**config.mk**
```make
export PLATFORM = sky130hd
export DESIGN_NAME = decoder2x4_seq
export DESIGN_NICKNAME = d
export VERILOG_FILES = /design/src/rtl/decoder2x4_seq_pkg.sv /design/src/rtl/decoder2x4.sv /design/src/rtl/decoder2x4_seq.sv
export SDC_FILE = /design/constraint.sdc
export NUM_CORES = 1
export LEC_CHECK = 0
export ABC_AREA = 1
export CAP_MARGIN = 10
export CORE_MARGIN = 4
export CORE_UTILIZATION = 45
export DETAILED_ROUTE_END_ITERATION = 8
export HOLD_SLACK_MARGIN = 0.12
export PLACE_DENSITY_LB_ADDON = 0.05
export SLEW_MARGIN = 10
export SYNTH_ARGS = -nofsm -noshare
export SYNTH_HDL_FRONTEND = slang
export SYNTH_SLANG_ARGS = --single-unit
```
**constraint.sdc**
```tcl
create_clock -name clk -period 2.02 [get_ports clk]
set_input_delay 0.606 -clock clk [delete_from_list [all_inputs] [get_ports clk]]
set_output_delay 0.606 -clock clk [all_outputs]
set_load 0.05 [all_outputs]
```
**src/rtl/decoder2x4_seq_pkg.sv**
```systemverilog
// Shared definitions for the registered 2-to-4 decoder: widths, FSM state
// encodings and the counter type.
package decoder2x4_seq_pkg;

    localparam int CODE_W   = 2;
    localparam int ONEHOT_W = 4;
    localparam int CNT_W    = 8;

    // FSM encodings; the unused 2'b11 pattern recovers to ST_IDLE.
    localparam logic [1:0] ST_IDLE = 2'b00;
    localparam logic [1:0] ST_HOLD = 2'b01;
    localparam logic [1:0] ST_GAP  = 2'b10;

    typedef logic [CNT_W-1:0] cnt_t;

    // Counter preload for a phase of n cycles; a zero-length phase loads 0.
    function automatic cnt_t phase_load(input int n);
        return (n > 0) ? cnt_t'(n - 1) : '0;
    endfunction

endpackage

```
**src/rtl/decoder2x4.sv**
```systemverilog
// Combinational 2-to-4 one-hot decoder; the counterpart of the 4-to-2
// encoder and usable on its own.
module decoder2x4
    import decoder2x4_seq_pkg::*;
(
    input  logic [CODE_W-1:0]   code,
    output logic [ONEHOT_W-1:0] onehot
);

    genvar gi;
    generate
        for (gi = 0; gi < ONEHOT_W; gi++) begin : g_line
            assign onehot[gi] = (code == CODE_W'(gi));
        end
    endgenerate

endmodule

```
**src/rtl/decoder2x4_seq.sv**
```systemverilog
// Registered 2-to-4 one-hot decoder with valid/ready intake: each accepted
// code drives its one-hot line for HOLD cycles, pulses done, then idles GAP cycles.
module decoder2x4_seq
    import decoder2x4_seq_pkg::*;
#(
    parameter int HOLD = 4,
    parameter int GAP  = 1
)
(
    input  logic                clk,
    input  logic                reset,
    input  logic                in_valid,
    input  logic [CODE_W-1:0]   in_code,
    output logic                in_ready,
    output logic [ONEHOT_W-1:0] out,
    output logic                busy,
    output logic                done
);

    // Out-of-range parameters stop elaboration rather than silently wrapping
    // the 8-bit counter.
    generate
        if ((HOLD < 1) || (HOLD > 255) || (GAP < 0) || (GAP > 255)) begin : g_param_error
            $fatal(1, "decoder2x4_seq: HOLD must be 1..255 and GAP 0..255");
        end
    endgenerate

    localparam cnt_t HOLD_LOAD = phase_load(HOLD);
    localparam cnt_t GAP_LOAD  = phase_load(GAP);
    localparam bit   HAS_GAP   = (GAP > 0);

    logic [1:0]          state_reg, state_next;
    cnt_t                cnt_reg, cnt_next;
    logic [ONEHOT_W-1:0] out_reg, out_next;
    logic                done_reg, done_next;
    logic [ONEHOT_W-1:0] dec_onehot;

    decoder2x4 u_dec (
        .code   (in_code),
        .onehot (dec_onehot)
    );

    always_comb begin
        state_next = state_reg;
        cnt_next   = cnt_reg;
        out_next   = out_reg;
        done_next  = 1'b0;
        case (state_reg)
            ST_IDLE: begin
                out_next = '0;
                if (in_valid) begin
                    state_next = ST_HOLD;
                    cnt_next   = HOLD_LOAD;
                    out_next   = dec_onehot;
                end
            end
            ST_HOLD: begin
                if (cnt_reg == '0) begin
                    out_next  = '0;
                    done_next = 1'b1;
                    // With no gap the block is ready again on the done cycle.
                    if (HAS_GAP) begin
                        state_next = ST_GAP;
                        cnt_next   = GAP_LOAD;
                    end else begin
                        state_next = ST_IDLE;
                        cnt_next   = '0;
                    end
                end else begin
                    cnt_next = cnt_reg - cnt_t'(1);
                end
            end
            ST_GAP: begin
                out_next = '0;
                if (cnt_reg == '0) begin
                    state_next = ST_IDLE;
                end else begin
                    cnt_next = cnt_reg - cnt_t'(1);
                end
            end
            default: begin
                state_next = ST_IDLE;
                cnt_next   = '0;
                out_next   = '0;
            end
        endcase
    end

    always_ff @(posedge clk or posedge reset) begin
        if (reset) begin
            state_reg <= ST_IDLE;
            cnt_reg   <= '0;
            out_reg   <= '0;
            done_reg  <= 1'b0;
        end else begin
            state_reg <= state_next;
            cnt_reg   <= cnt_next;
            out_reg   <= out_next;
            done_reg  <= done_next;
        end
    end

    assign in_ready = (state_reg == ST_IDLE);
    assign busy     = (state_reg != ST_IDLE);
    assign out      = out_reg;
    assign done     = done_reg;

endmodule

```
Word-level counts from Yosys, hierarchy flattened. Index checks and enable logic that the tools add are counted.

Flip-flop bits (word level): 15. Input port bits: 5. Output and inout bits: 7. Logic and storage cells: 33.

$add $sub $neg: 1. Equality and inequality tests: 9. Multiplexer cells: 13. Reduce and logical (&&, ||, !) cells: 6.

Operators by type and width (number): $mux 8 (3); $pmux 8 s3 (1); $logic_not 8->1 (1); $mux 4 (2); $ne 2x2->1 const B (4); $pmux 4 s2 (1); $sub 8x1->8 const B (1); $eq 2x2->1 const B (3); $mux 2 (3); $pmux 2 s3 (1); $eq 2x1->1 const B (2); $logic_not 2->1 (2); $reduce_and 3->1 (1); $mux 1 (2); $reduce_and 2->1 (1); $reduce_bool 2->1 (1).

Depth between registers and ports, before layout. Gate-level depths: netlist (run 1).

Depth in word-level cells: 3. Mapped depth: 9. Gate-level depth less buffers: 9.

Cells and area by module. From an unflattened synthesis (run 1), not the netlist that was laid out.

Cell total of the unflattened synthesis: 131. Area, all modules: 1001.0 µm².

Modules (own cells, without submodules): decoder2x4_seq (times used 1, cells an instance 124, area an instance 974.7 µm², sequential area each 375.4 µm²); decoder2x4 (times used 1, cells an instance 7, area an instance 26.3 µm², sequential area each 0.0 µm²).

Worst setup path before layout (run 1). No wires, ideal clock.

Path kind: register -> output. Start point: register state_reg[1]. End point: output port busy. Data arrival time: 1.028 ns. Data required time: 1.414 ns. Slack: 0.386 ns. Cell stages (with the launch flop): 3. Path buffers: 0. Cell sequence: dfrtp_1 > nor2_4 > inv_2.

Cells in the longest elaborated chain, start to end: 1.

RTL lines: start: declaration (RTL line decoder2x4_seq.sv:32) `logic [1:0] state_reg, state_next;`; start signal: assignment (RTL line decoder2x4_seq.sv:96) `state_reg <= state_next;`; $reduce_bool 2->1 (RTL line decoder2x4_seq.sv:104) `assign busy = (state_reg != ST_IDLE);`; end: declaration (RTL line decoder2x4_seq.sv:16) `output logic busy,`.

Every way passes these cells.

Worst setup path after layout (run 1). Ends and elaborated chain as after synthesis.

==> summary.txt, run 1 <==
Status
  – Status: finished clean

Routing
  – Via density: 5.03
  – DR WL/cell: 11.7 um
  – DR vias: 794
  – Pre-antenna DRT Iters: 4
  – Antenna-violating nets left: 0
  – Total Wirelength: 1.85 mm
  – Post-route DRC: 0
  – 1st-iter DRT viols: 19

Global routing
  – Total GRT Usage: 15.9%
  – Initial antenna violation count: 0
  – GRT overflow: 0
  – First-pass GRT wire length: 3.33 mm
  – Pin count of the biggest net entering global routing: 16
  – Number of global-route vias before repair: 774

Critical path
  – CP Max Fanout: 4
  – Worst Path Buf+Inv: 2
  – Kind of cell adding the most delay to the critical path: flip-flops
  – Worst setup SP type: flop
  – Type of the worst setup path: reg2out
  – Critical Path RT: 1410 ps
  – Cell chain of the critical path: nor2_4, inv_2, buf_12
  – Delay of the slowest critical-path stage: 480 ps
  – Critical-path top delay cell: dfrtp_1
  – Worst setup EP type: primary output
  – Data arrival, critical path: 1240 ps

Placement
  – Placed Cells: 154
  – Gpl congestion: 0.859
  – DP HPWL: 1.40 mm
  – # port buffers: 11

Floorplan
  – Starting Density: 49.9%
  – Top Ports: 12
  – Core ar.: 1820 sq um
  – Die area: 2800 sq um
  – Die width: 52.9 um
  – Die H: 52.9 um
  – # rows: 15

Timing
  – Rel. slew slack: 61.0%
  – Time the worst path needs with I/O delays and setup: 1840 ps
  – Clk_skew: 1.04 ps
  – Crit share post-route: 91.2%
  – Slew Limit Fails: 0
  – Fmax: 543 MHz
  – Total Neg Setup Slack: 0 ps
  – Endpoints failing setup: 0
  – Final hold viol count: 0
  – Fin Hold WS: 491 ps
  – RSZ-0062 raised after global routing: false
  – Slew @ Worst Pin: 585 ps

Final layout
  – Ant. Diodes: 0
  – Commonest non-fill, non-tap cell in the layout: nand2_1
  – Final cell utilization of the core: 59.5%
  – Layout cells sized above 1: 24.8%
  – Commonest cells after routing, fill and taps aside: nand2_1 (25), nand3_1 (18), dfrtp_1 (15)
  – Layout fillers: 175
  – Area grow syn2layout: 19.3%
  – Final Non-Filler Cells: 158
  – Max reg flops: 8
  – NumNets Final: 141

Synthesis
  – Register area share after synthesis: 41.3%
  – Most area-hungry cell type in the Yosys netlist: dfrtp_1
  – Syn Inst Count: 118
  – Syn nets: 125
  – Average cell area after synthesis: 7.70 sq um
  – Synth warn: 0
  – Mapped Area: 908 sq um
  – Synth unique cells: 20
  – Yosys top cell area share: 41.3%
  – Synth top area cells: dfrtp_1 (41%), nand2_1 (10%), nand3_1 (9.9%)
  – Flops & latches, synth: 15

Clocking
  – CTS Buf Count: 3
  – Postcts setup bufs: 0
  – Bufs on Longest Clock Path: 2
  – Clock root buffer: clkbuf_4
  – Post-CTS Resized: 0
  – Worst-skew pair later-pin latency: 270 ps
  – Clk sinks: 15
  – Hold_buf cts: 0
  – Clk slew on worst S/H paths: 90 ps
  – H-tree Lvls: 1
  – TritonCTS clock tree: yes

Worst hold path
  – Worst hold path class: reg2reg

Flow run
  – Max Cap Viol: 0

Power and ir drop
  – Pwr Density: 448 nW/um^2
  – VDD IR-drop max: 332 uV
  – Lkg Pwr: 0.539 nW
  – Power Total: 0.486 mW
[Yosys cell counts, drive strengths merged]
cell,count
nor2,15
nand2,30
o21bai,1
dfrtp,15
or2,1
nor3,1
inv,21
ha,2
nand4,3
o2111ai,3
a21oi,1
clkinv,1
xor2,1
o21ai,5
nand3,18
[cell families after synthesis]
logic type,after synthesis,share of synthesized area [%]
simple gates,68,37.6
buf+inv,22,9.09
flops,15,41.3
compound gates,10,8.27
fa+ha+maj,2,2.75
xor+xnor,1,0.964
[final timing paths]
check                      slack (ps)    endpoint         start  cells past startpoint
max                               180        busy  state_reg[1]                      3
min                               490  cnt_reg[1]    cnt_reg[1]                      2
max reg2reg                       530  cnt_reg[0]    cnt_reg[0]                      9
min reg2reg                       490  cnt_reg[1]    cnt_reg[1]                      2
max in group asynchronous         960      out[2]         reset                      2
min in group asynchronous         680  cnt_reg[5]         reset                      2
[metal layers]
metal  vias up  global-route usage (%)  share of wire (%)
li1        408                       -                  -
met1       365                    21.5                 47
met2        17                    24.6                 47
met3         4                    2.82                4.1
met4         0                    7.23                1.3
met5         -                       0                  0
[worst min-delay path, stage by stage, from the launching register on]
cell and delay [ps]:
dfrtp_1 350, nand2_1 60, nand2_1 50
[stage by stage]
| stage | area (sq um) | setup WS [ps] |
|---|---|---|
| after floorplan | 908 | 386 |
| after global placement | 1060 | 289 |
| after detailed placement | 1060 | 293 |
| final | 1080 | 179 |
| after global routing | 1080 | 122 |
| after CTS | 1080 | 164 |
[where the power goes]
group          leakage (nW)  internal (mW)  switching (mW)  total, mW
registers             0.153          0.300               0      0.300
clock network        0.0150         0.0764          0.0923      0.169
logic                 0.371        0.00731         0.00985     0.0172
[final cells by class]
type	count	area [sq um]	share of cell area, %
sequential	15	375	34.6
timing repair buffer	11	118	10.9
multi-input combinational	81	450	41.6
clock buffer	4	26.3	2.42
inverter	22	82.6	7.62
tap	25	31.3	2.89
(Power assumes the default switching activity.)
==> run 2, diff against run 1 <==
--- a/config.mk
+++ b/config.mk
@@ -8,11 +8,10 @@
 export ABC_AREA = 1
 export CAP_MARGIN = 10
 export CORE_MARGIN = 4
-export CORE_UTILIZATION = 45
+export CORE_UTILIZATION = 55
 export DETAILED_ROUTE_END_ITERATION = 8
 export HOLD_SLACK_MARGIN = 0.12
 export PLACE_DENSITY_LB_ADDON = 0.05
-export SLEW_MARGIN = 10
 export SYNTH_ARGS = -nofsm -noshare
 export SYNTH_HDL_FRONTEND = slang
 export SYNTH_SLANG_ARGS = --single-unit
==> run 2 against run 1 <==
Net effect: global-route usage is 1.6 points higher; cell count is 5.7% lower; critical path depth stayed put; register-to-register slack hardly changed; die area is 16% lower; clock power is 3% higher; largest power group unchanged; highest routed layer unchanged.
==> summary.txt, run 2 (synthesis results as in run 1) <==
Routing
  – Antenna-violating nets left: 0 (unchanged)
  – Pre-antenna DRT Iters: 4 (unchanged)
  – Via density: 5.32 (+5.8%)
  – 1st-iter DRT viols: 16 (-3)
  – Total Wirelength: 1.86 mm (+0.65%)
  – DR WL/cell: 12.5 um (+6.7%)
  – Post-route DRC: 0 (unchanged)
  – DR vias: 792 (-0.25%)

Floorplan
  – Starting Density: 58.9% (+9.0 points)
  – Die area: 2370 sq um (-16%)
  – Top Ports: 12 (unchanged)
  – Core ar.: 1540 sq um (-15%)
  – # rows: 14 (-1)
  – Die width: 48.6 um (-8.1%)
  – Die H: 48.6 um (-8.1%)

Clocking
  – Bufs on Longest Clock Path: 2 (unchanged)
  – H-tree Lvls: 1 (unchanged)
  – Clock root buffer: clkbuf_4
  – Postcts setup bufs: 0 (unchanged)
  – Clk sinks: 15 (unchanged)
  – Hold_buf cts: 0 (unchanged)
  – Worst-skew pair later-pin latency: 290 ps (+20 ps)
  – CTS Buf Count: 3 (unchanged)
  – Clk slew on worst S/H paths: 90 ps (about the same)
  – Post-CTS Resized: 0 (unchanged)
  – TritonCTS clock tree: yes

Global routing
  – GRT overflow: 0 (unchanged)
  – Total GRT Usage: 17.5% (+1.6 points)
  – Pin count of the biggest net entering global routing: 16 (unchanged)
  – First-pass GRT wire length: 3.31 mm (-0.81%)
  – Initial antenna violation count: 0 (unchanged)
  – Number of global-route vias before repair: 766 (-1.0%)

Placement
  – Gpl congestion: 0.894 (+4.0%)
  – DP Area: 1050 sq um (-1.1%)
  – DP HPWL: 1.41 mm (+1.1%)
  – # port buffers: 11 (unchanged)

Final layout
  – Commonest cells after routing, fill and taps aside: nand2_1 (25), nand3_1 (18), dfrtp_1 (15)
  – Ant. Diodes: 0 (unchanged)
  – Multi-input gate area: 450 sq um (unchanged)
  – Commonest non-fill, non-tap cell in the layout: nand2_1
  – Layout cells sized above 1: 24.8% (unchanged)
  – Reg area: 375 sq um (unchanged)
  – Max reg flops: 8 (unchanged)
  – Layout fillers: 136 (-22%)
  – Area grow syn2layout: 18.0%
  – NumNets Final: 141 (unchanged)
  – Final Instance Area: 1070 sq um (-1.0%)

Timing
  – Clk_skew: 4.82 ps (+3.78 ps)
  – Total Neg Setup Slack: 0 ps (unchanged)
  – Fmax: 541 MHz (-0.39%)
  – Endpoints failing setup: 0 (unchanged)
  – Rel. slew slack: 60.5% (-0.46 points)
  – Slew Limit Fails: 0 (unchanged)
  – RSZ-0062 raised after global routing: false
  – Slew @ Worst Pin: 591 ps (+6.91 ps)
  – Time the worst path needs with I/O delays and setup: 1850 ps (+7.23 ps)
  – Final hold viol count: 0 (unchanged)
  – Crit share post-route: 91.5% (+0.36 points)

Status
  – Status: finished clean

Power and ir drop
  – Pwr Density: 458 nW/um^2 (+2.1%)
  – Net switching power: 0.107 mW (+4.4%)
  – Combinational power share: 3.5% (about the same)
  – Power Total: 0.491 mW (+1.0%)
  – Lkg Pwr: 0.539 nW (unchanged)
  – Pint: 0.384 mW (about the same)
  – Clock share of power: 35.4% (+0.7 points)
  – Switching part of the total: 21.7% (+0.71 points)
  – VDD IR-drop max: 287 uV (-13%)
  – Sequential fraction of design power: 61.1% (-0.7 points)

Critical path
  – Worst Path Buf+Inv: 2 (unchanged)
  – Reg2Reg Capture Point: cnt_reg[1]
  – CP Max Fanout: 4 (unchanged)
  – Worst setup SP type: flop
  – Setup slack, reg-to-reg: 520 ps (about the same)
  – R2R depth: 9 (unchanged)
  – Worst r2r src: cnt_reg[0]
  – Data arrival, critical path: 1240 ps (about the same)
  – Delay of the slowest critical-path stage: 480 ps (about the same)
  – Cell chain of the critical path: nor2_4, inv_2, buf_12
  – Type of the worst setup path: reg2out
  – Worst setup EP type: primary output
  – Kind of cell adding the most delay to the critical path: flip-flops
  – Critical-path top delay cell: dfrtp_1
  – Critical Path RT: 1410 ps (about the same)

Worst hold path
  – Critical hold path startpoint: cnt_reg[0]
  – Worst hold path class: reg2reg
  – Worst Hold Depth: 2 (unchanged)
  – Hold endpoint: cnt_reg[0]

Flow run
  – Max Cap Viol: 0 (unchanged)
[run 2: how the worst max path moves through the flow]
stage	start	to	slack, ps	cells past startpoint
after floorplan	state_reg[1]	busy	390	2
after global placement	in_valid	out[0]	310	6
after detailed placement	in_valid	out[2]	280	6
after CTS	state_reg[1]	busy	160	3
after global routing	state_reg[1]	busy	110	3
final	state_reg[1]	busy	170	3
[run 2: routing by layer]
| metal | vias up | wire (um) | share of wire [%] | global-route usage, % |
|---|---|---|---|---|
| met5 | - | 0 | 0 | 0 |
| met4 | 0 | 23 | 1.2 | 6.73 |
| met3 | 3 | 72 | 3.9 | 3.99 |
| met2 | 14 | 890 | 48 | 27.8 |
| met1 | 368 | 870 | 47 | 23.0 |
| li1 | 407 | - | - | - |
[run 2: worst register-to-register path: cells and delay by family (launching register included)]
kind | cells | cell delay (ps)
simple gates | 6 | 600
flops | 1 | 390
buf+inv | 2 | 230
fa+ha+maj | 1 | 180
[run 2: area by class of cell]
cell class,count,area share [%]
inverters,22,7.70
well taps,16,1.87
multi-input cells,81,42.0
repair buffers,11,11.0
clock buffers,4,2.45
flip-flops and latches,15,35.0
[run 2: power groups by stage]
stage	Sequential (mW)	Clock (mW)	Combinational (mW)
after floorplan	0.306	0	0.00675
after global placement	0.306	0	0.0174
after detailed placement	0.306	0	0.0177
after CTS	0.300	0.180	0.0177
after global routing	0.300	0.201	0.0194
final	0.300	0.174	0.0172
[run 2: through the flow]
stage | setup WS [ps] | util (%) | hold WS [ps] | instances
floorplan | 386 | - | 449 | 118
global route | 106 | 69.6 | 554 | 149
CTS | 160 | 69.6 | 498 | 149
detailed placement | 283 | 67.9 | 476 | 145
finish | 171 | 69.6 | 489 | 149
global placement | 309 | 67.9 | 465 | 145
==> run 3, diff against run 2 <==
--- a/config.mk
+++ b/config.mk
@@ -5,10 +5,11 @@
 export SDC_FILE = /design/constraint.sdc
 export NUM_CORES = 1
 export LEC_CHECK = 0
-export ABC_AREA = 1
 export CAP_MARGIN = 10
 export CORE_MARGIN = 4
 export CORE_UTILIZATION = 55
+export CTS_BUF_LIST = sky130_fd_sc_hd__clkbuf_16
+export CTS_CLUSTER_DIAMETER = 60
 export DETAILED_ROUTE_END_ITERATION = 8
 export HOLD_SLACK_MARGIN = 0.12
 export PLACE_DENSITY_LB_ADDON = 0.05
==> run 3 against run 2 <==
Net effect: sequential power rose by 77%; via count rose by 12%; clock skew fell by 1.7 ps; combinational power rose to 80 times the previous value; count of clock-buffer cells in the layout fell by 1; non-clock buffer count rose by 12; critical path type is now reg2reg; largest power group is now combinational cells.
==> summary.txt, run 3 <==
Synthesis
  – Mapped Area: 861 sq um (-5.2%)
  – EDFF count, synth: 0 (unchanged)
  – Top FF cell, synth: dfrtp_1
  – Synth top area cells: dfrtp_1 (44%), a21oi_1 (5.8%), nor2_1 (5.2%)
  – Synth unique cells: 34 (+70%)
  – Async SR Flop Fraction: 100% (unchanged)
  – Most area-hungry cell type in the Yosys netlist: dfrtp_1
  – Flops & latches, synth: 15 (unchanged)
  – Synth cell count leaders: dfrtp_1 (15), nor2_1 (12), a21oi_1 (10)
  – Syn nets: 104 (-17%)
  – Syn Inst Count: 97 (-18%)
  – Yosys top cell area share: 43.6% (+2.3 points)
  – Synth warn: 0 (unchanged)
  – Average cell area after synthesis: 8.87 sq um (+15%)
  – Most common cell in the netlist: dfrtp_1
  – Register area share after synthesis: 43.6% (+2.3 points)

Routing
  – Antenna-violating nets left: 0 (unchanged)
  – DR WL/cell: 18.3 um (+47%)
  – Via density: 6.49 (+22%)
  – DR vias: 889 (+12%)
  – Total Wirelength: 2.50 mm (+35%)
  – Pre-antenna DRT Iters: 4 (unchanged)
  – Post-route DRC: 0 (unchanged)
  – 1st-iter DRT viols: 52 (+36)

Placement
  – # port buffers: 11 (unchanged)
  – Gpl congestion: 0.817 (-8.6%)
  – DP Area: 1080 sq um (+3.0%)
  – DP HPWL: 1.73 mm (+23%)

Critical path
  – Setup slack, reg-to-reg: 30 ps (-490 ps)
  – Data arrival, critical path: 2150 ps (+910 ps)
  – Worst setup EP type: flop
  – Worst setup SP type: flop
  – Type of the worst setup path: reg2reg
  – Cell chain of the critical path: or3_4, or4_4, or4b_1, a21oi_1
  – Critical-path top delay cell: or4_4
  – CP Max Fanout: 4 (unchanged)
  – Critical Path RT: 2190 ps (+780 ps)
  – Delay of the slowest critical-path stage: 490 ps (about the same)

Power and ir drop
  – Sequential fraction of design power: 23.4% (-38 points)
  – Net switching power: 1.03 mW (+870%)
  – Combinational power share: 60.1% (+57 points)
  – Pwr Density: 1910 nW/um^2 (+320%)
  – Clock share of power: 16.5% (-19 points)
  – Switching part of the total: 45.4% (+24 points)
  – Lkg Pwr: 0.566 nW (+5.2%)
  – Pint: 1.24 mW (+220%)
  – Power Total: 2.28 mW (+360%)
  – VDD IR-drop max: 1320 uV (+360%)

Clocking
  – Clock root buffer: clkbuf_16
  – Hold_buf cts: 0 (unchanged)
  – Bufs on Longest Clock Path: 2 (unchanged)
  – Clk slew on worst S/H paths: 50 ps (-40 ps)
  – Clk sinks: 15 (unchanged)
  – CTS Buf Count: 3 (unchanged)
  – TritonCTS clock tree: yes
  – H-tree Lvls: 1 (unchanged)
  – Worst-skew pair later-pin latency: 240 ps (-50 ps)

Global routing
  – Initial antenna violation count: 0 (unchanged)
  – GR peak layer: met2
  – Number of global-route vias before repair: 818 (+6.8%)
  – Met3 Track Usage GR: 5.64% (+1.7 points)
  – GRT overflow: 0 (unchanged)
  – Pin count of the biggest net entering global routing: 16 (unchanged)
  – First-pass GRT wire length: 3.79 mm (+15%)
  – Total GRT Usage: 24.5% (+6.9 points)
  – Grt met2 use: 39.3% (+11 points)
  – Met1 Resource Use GR: 31.0% (+8.0 points)

Floorplan
  – Die width: 47.6 um (-2.2%)
  – Die area: 2260 sq um (-4.4%)
  – # rows: 14 (unchanged)
  – Die H: 47.6 um (-2.2%)
  – Top Ports: 12 (unchanged)
  – Core ar.: 1490 sq um (-3.4%)
  – Starting Density: 57.8% (-1.1 points)

Final layout
  – Commonest non-fill, non-tap cell in the layout: buf_4
  – Multi-input gate area: 475 sq um (+5.6%)
  – Area grow syn2layout: 38.7%
  – Commonest cells after routing, fill and taps aside: buf_4 (17), dfrtp_1 (15), nor2_1 (11)
  – Layout fillers: 91 (-33%)
  – Final Instance Area: 1190 sq um (+11%)
  – Layout cells sized above 1: 27.3% (+2.5 points)
  – NumNets Final: 129 (-8.5%)
  – Reg area: 375 sq um (unchanged)
  – Ant. Diodes: 0 (unchanged)
  – Max reg flops: 8 (unchanged)

Timing
  – Slew Limit Fails: 0 (unchanged)
  – Time the worst path needs with I/O delays and setup: 1990 ps (+138 ps)
  – Slew @ Worst Pin: 586 ps (-5.82 ps)
  – Clk_skew: 3.11 ps (-1.71 ps)
  – Endpoints failing setup: 0 (unchanged)
  – Fin Hold WS: 490 ps (+0.225 ps)
  – Fmax: 503 MHz (-6.9%)
  – Crit share post-route: 98.3% (+6.8 points)
  – Total Neg Setup Slack: 0 ps (unchanged)
  – Final hold viol count: 0 (unchanged)
  – Rel. slew slack: 60.9% (+0.39 points)

Status
  – Status: finished clean

Flow run
  – Max Cap Viol: 0 (unchanged)

Worst hold path
  – Worst hold path class: reg2reg
run 3: cell types whose count changed after synthesis, moves of 3 or more:
cell and change:
a31oi_1 +3, nor2_4 -4, nand2_1 -18, inv_1 -4, o21ai_0 +4, nand3_1 -18
o21ai_2 -3, o32ai_1 +4, a21oi_1 +9, inv_2 -8, nand2_2 -5, nor3_1 +3
nor2_1 +3
run 3: metrics by stage:
step	setup WS, ps	utilization (%)	cells
5_1_grt	-24.3	80.2	137
6_report	33.8	80.2	137
3_3_place_gp	-235	72.4	132
2_1_floorplan	31.0	-	97
3_5_place_dp	-254	72.4	132
4_1_cts	2.48	77.6	136
run 3: critical path, delay by kind of cell (launching register included):
family / cells / cell delay (ps)
compound gates: 1 / 150
flops: 1 / 400
simple gates: 3 / 1360
run 3: cells by family after synthesis:
kind of cell / after synthesis / share of synthesized area [%]
compound gates: 34 / 27.0
fa+ha+maj: 2 / 2.91
buf+inv: 12 / 5.23
flops: 15 / 43.6
simple gates: 34 / 21.2
run 3: power by group through the flow:
stage / sequential, mW / combinational (mW) / clock, mW
after global placement: 0.519 / 1.24 / 0
after floorplan: 0.583 / 0.731 / 0
after global routing: 0.546 / 1.47 / 0.394
final: 0.532 / 1.37 / 0.376
after detailed placement: 0.523 / 1.27 / 0
after CTS: 0.521 / 1.30 / 0.381
run 3: layout make-up:
cell class,instances,share of cell area (%)
Tap cell,16,1.68
Multi-Input combinational cell,70,39.8
Sequential cell,15,31.4
Clock inverter,1,0.314
Timing Repair Buffer,23,17.6
Clock buffer,3,6.29
Inverter,9,2.83
run 3: routing by layer:
layer,vias up,part of all wire (%)
met1,416,39
li1,411,-
met4,0,2.0
met3,8,7.0
met2,54,52
met5,-,0
run 3: final timing paths:
check | startpoint | to | depth (start not counted)
max | cnt_reg[0] | cnt_reg[7] | 4
min | out[3] | out[3] | 2
max reg2reg | cnt_reg[0] | cnt_reg[7] | 4
min reg2reg | out[3] | out[3] | 2
max in group asynchronous | reset | state_reg[1] | 2
min in group asynchronous | reset | cnt_reg[6] | 2
run 3: timing repair:
item,in CTS,in global routing
setup endpoints to repair,1,2
gates resized for setup,0,6
pin swaps,1,2
setup buffers,0,1
